$ cat src/rtl/demux_1_4_stream.sv
// 1:4 packet stream demultiplexer with a single full-throughput output register.
// Optional per-channel output beat counters are enabled by defining DEMUX_BEAT_CNT_EN.
module demux_1_4_stream #(
    parameter int DATA_W = 8
) (
    input  logic              clk,
    input  logic              rst_n,
    input  logic [DATA_W-1:0] in_data,
    input  logic [1:0]        in_sel,
    input  logic              in_last,
    input  logic              in_valid,
    output logic              in_ready,
    output logic [DATA_W-1:0] out_data,
    output logic              out_last,
    output logic [3:0]        out_valid,
    input  logic [3:0]        out_ready,
    output logic              busy
`ifdef DEMUX_BEAT_CNT_EN
    ,
    output logic [63:0]       beat_cnt
`endif
);

    // state | meaning
    // IDLE  | no packet open; next accepted beat starts a packet and picks in_sel
    // BUSY  | packet open; beats follow cur_sel until the last beat is accepted
    localparam logic [0:0] ST_IDLE = 1'b0;
    localparam logic [0:0] ST_BUSY = 1'b1;

    logic [0:0]        state;
    logic [1:0]        cur_sel;
    logic              occ;
    logic [DATA_W-1:0] data_q;
    logic              last_q;
    logic [1:0]        dest;
    logic              accept;
    logic              drain;
    logic [1:0]        route_sel;

    assign in_ready  = rst_n && (!occ || out_ready[dest]);
    assign accept    = in_valid && in_ready;
    assign drain     = occ && out_ready[dest];
    assign route_sel = (state == ST_IDLE) ? in_sel : cur_sel;

    assign out_data = data_q;
    assign out_last = last_q;
    assign busy     = (state == ST_BUSY);

    always_comb begin
        out_valid = 4'b0000;
        if (occ) begin
            out_valid[dest] = 1'b1;
        end
    end

    always_ff @(posedge clk or negedge rst_n) begin
        if (!rst_n) begin
            state   <= ST_IDLE;
            cur_sel <= 2'd0;
            occ     <= 1'b0;
            data_q  <= '0;
            last_q  <= 1'b0;
            dest    <= 2'd0;
        end else if (accept) begin
            // A simultaneous drain is absorbed here: occ stays set and the new beat loads.
            occ    <= 1'b1;
            data_q <= in_data;
            last_q <= in_last;
            dest   <= route_sel;
            if (state == ST_IDLE) begin
                cur_sel <= in_sel;
            end
            state <= in_last ? ST_IDLE : ST_BUSY;
        end else if (drain) begin
            occ <= 1'b0;
        end
    end

`ifdef DEMUX_BEAT_CNT_EN
    logic [15:0] cnt [4];

    for (genvar k = 0; k < 4; k++) begin : g_cnt
        always_ff @(posedge clk or negedge rst_n) begin
            if (!rst_n) begin
                cnt[k] <= 16'd0;
            end else if (out_valid[k] && out_ready[k]) begin
                cnt[k] <= cnt[k] + 16'd1;
            end
        end
    end

    assign beat_cnt = {cnt[3], cnt[2], cnt[1], cnt[0]};
`endif

endmodule

$ cat config.mk
export PLATFORM = sky130hd
export DESIGN_NAME = demux_1_4_stream
export DESIGN_NICKNAME = d
export VERILOG_FILES = /design/src/rtl/demux_1_4_stream.sv
export SDC_FILE = /design/constraint.sdc
export NUM_CORES = 1
export LEC_CHECK = 0
export CORE_MARGIN = 2
export CORE_UTILIZATION = 36
export DETAILED_ROUTE_END_ITERATION = 16
export GPL_TIMING_DRIVEN = 0
export PLACE_DENSITY_LB_ADDON = 0.05
export SETUP_SLACK_MARGIN = 0.4
export SLEW_MARGIN = 20
export SYNTH_ARGS = -nofsm -noshare
export SYNTH_HDL_FRONTEND = slang
export SYNTH_SLANG_ARGS = --single-unit
$ cat constraint.sdc
create_clock -name clk -period 1.86 [get_ports clk]
set_input_delay 0.279 -clock clk [delete_from_list [all_inputs] [get_ports clk]]
set_output_delay 0.279 -clock clk [all_outputs]
set_load 0.01 [all_outputs]
==> flow_summary.json <==
{
  "worstPathArrival_ns": 1.44,
  "p_leak_nw": 0.531,
  "antenna_cells": 0,
  "grt_pass1_wl_microns": 2050,
  "cts_sinks": 13,
  "synthCells": 41,
  "hp-class": "in2async",
  "ys_top_cells_by_count": "13 x dfrtp_1, 11 x mux2_2, 3 x mux2i_1",
  "avgSynthCellArea_sq_um": 14.4,
  "cts_tree": "yes",
  "die_h_microns": 44.5,
  "cts_made_buffers": 3,
  "slew_headroom_pct": 75.0,
  "combPwrFrac_pct": 53.7,
  "initial_utilization_pct": 38.8,
  "synth_area_sq_um": 592,
  "clkTransAtPathRegs_ns": 0.08,
  "vias": 483,
  "cap_violations": 0,
  "vdd_drop_max_uv": 825,
  "synth_warnings": 0,
  "synth-main-ff-cell": "dfrtp_1",
  "critPathLaunchType": "flip-flop",
  "period_share_pct": 92.3,
  "drt_pre_antenna_iters": 2,
  "tightest_slew_ns": 0.375,
  "fmax_ghz": 0.583,
  "ys_ff_latch": 13,
  "finalPower_w": 0.00144,
  "synthToLayoutAreaGrowth_pct": 88.2,
  "core_sq_um": 1520,
  "clock_latency_ns": 0.27,
  "overflow": 0,
  "r2r_end": "dest[0]$_DFFE_PN0P_",
  "finalCriticalPeriod_ns": 1.72,
  "utilization_pct": 73.1,
  "fillers": 121,
  "seqPwrFrac_pct": 34.5,
  "switching_power_w": 0.000465,
  "finalMaxSlewViolations": 0,
  "grt_max_degree": 17,
  "syn-num-nets": 59,
  "status": "finished, violations left",
  "whs_ns": -0.00216,
  "stdcell_area_sq_um": 1110,
  "crit_type": "reg2out",
  "fin_nets": 104,
  "numPortBuffers": 32,
  "die_w_microns": 44.5,
  "dp_hpwl_microns": 896,
  "yosysTopAreaCell": "dfrtp_1",
  "crit_end": "in_ready",
  "synthDistinctLibCells": 14,
  "via_per_inst": 4.78,
  "antenna_left": 0,
  "synthArstFlopShare_pct": 100,
  "endpoint_kind": "output pin",
  "worstRegToRegCells": 4,
  "place_area_sq_um": 936,
  "synth-edff-count": 0,
  "p_per_area_nw_per_um2": 1290,
  "drc_errors": 0,
  "startpoint": "dest[1]$_DFFE_PN0P_",
  "final_cell_count_no_fill": 101,
  "rsz0062_at_grt": "true",
  "cts_root_buf": "clkbuf_4",
  "slowest_stage": "dfrtp_2",
  "required_ns": 1.58,
  "yosysSeqAreaShare_pct": 55.0,
  "netlist.area_leader.share_pct": 55.0,
  "r2r_start": "dest[1]$_DFFE_PN0P_",
  "hold_viol_final": 1,
  "violations": "hold timing",
  "antenna_found_initial": 0,
  "yosysMostFrequentCell": "dfrtp_1",
  "first_iter_violations": 1,
  "num_io_pins": 33,
  "post_drt_wl_per_cell_microns": 13.7,
  "rows": 14,
  "grt_pass1_vias": 465,
  "setup_viol": 0,
  "clockPowerShare_pct": 11.9,
  "htreeDepth": 1,
  "gp_congestion": 0.683,
  "p_sw_share_pct": 32.3,
  "max_stage_delay_ns": 0.44,
  "routed_wl_microns": 1380,
  "crit_fanout": 3,
  "power.internal_w": 0.000975,
  "track_usage_pct": 14.9,
  "finClkSkew_ns": 0.00880,
  "die_area_sq_um": 1980,
  "drive_gt1_share_pct": 47.1,
  "cp_cell_sequence": "mux2i_4 -> a22oi_2 -> and2_1 -> buf_2",
  "dp_cells": 89,
  "rrSetupSlack_ns": 0.25,
  "clock_path_buffers": 2,
  "synth.area.top_cells": "dfrtp_1 55%, mux2_2 21%, mux2i_1 5.1%, a221oi_4 4.4%, and2b_2 3.0%"
}
-- layer usage --
metal,global-route usage [%],wire (microns),share of wire (%),vias to the layer above
li1,-,-,-,238
met1,16.3,540,39,226
met2,26.4,754,55,19
met3,3.67,88,6.4,0
met4,7.27,0,0,0
met5,0,0,0,-
-- cell type report --
| type | instances | area, sq um | area share (%) |
|---|---|---|---|
| multi-input cells | 27 | 328 | 29.4 |
| repair buffers | 40 | 409 | 36.7 |
| inverters | 1 | 3.75 | 0.337 |
| flip-flops and latches | 13 | 327 | 29.3 |
| well taps | 16 | 20.0 | 1.80 |
| clock buffers | 4 | 26.3 | 2.36 |
-- critical path: cells and delay by family (launching register included) --
family / cells / cell delay [ns]
flip-flops: 1 / 0.44
multiplexers: 1 / 0.30
AND/OR/NAND/NOR: 1 / 0.17
buffers and inverters: 1 / 0.14
AO/OA/AOI/OAI: 1 / 0.11
-- cell families after synthesis --
group | share of synthesized area (%)
compound gates | 7.19
buf+inv | 0.634
flops | 55.0
simple gates | 11.2
mux | 26.0
-- what timing repair did --
item,4_1_cts,5_1_grt
hold buffers,0,0
endpoints found under the setup margin,20,24
gates cloned,0,0
buffers inserted,6,2
resized for setup,38,9
hold endpoints to repair,0,0
pin swaps,3,2
-- worst min path at each step --
stage	start	endpoint	slack (ns)	cells after the start
final	rst_n	out_data[2]$_DFFE_PN0P_	-0.002	1
after global routing	rst_n	out_data[2]$_DFFE_PN0P_	0.02	1
after CTS	rst_n	out_data[2]$_DFFE_PN0P_	0.004	1
after detailed placement	out_last$_DFFE_PN0P_	out_last$_DFFE_PN0P_	0.50	1
after global placement	out_data[2]$_DFFE_PN0P_	out_data[2]$_DFFE_PN0P_	0.49	1
after floorplan	rst_n	busy$_DFFE_PN0P_	-0.02	0
-- cell usage in the layout (no fill, tap or decap), drive strengths merged --
cell           instances
a221oi                 2
a22oi                  1
and2                   3
and2b                  2
and3                   1
buf                   11
clkbuf                 4
clkdlybuf4s15          3
clkdlybuf4s50         16
dfrtp                 13
dlygate4sd2            3
dlymetal6s2s           7
inv                    1
mux2                  11
mux2i                  3
nand2                  2
nand3b                 1
nor2b                  1
-- state kept, by name, summed over array words and instances, names as in the netlist --
register and flops:
out_data 8, dest 2, busy 1, occ 1
out_last 1
-- through the flow --
| stage | setup WS, ns | setup TNS, ns |
|---|---|---|
| floorplan | 0.255 | 0 |
| global placement | -0.643 | -7.30 |
| detailed placement | -0.688 | -7.77 |
| CTS | 0.135 | 0 |
| global route | 0.0702 | 0 |
| finish | 0.144 | 0 |
-- power by group through the flow --
stage	logic [W]	clock network, W	registers, W
after detailed placement	0.000611	0	0.000488
after floorplan	0.000256	0	0.000520
final	0.000773	0.000171	0.000496
after global routing	0.000818	0.000189	0.000510
after CTS	0.000752	0.000184	0.000495
after global placement	0.000605	0	0.000484
Note: power is estimated with default switching activity, not from simulation.
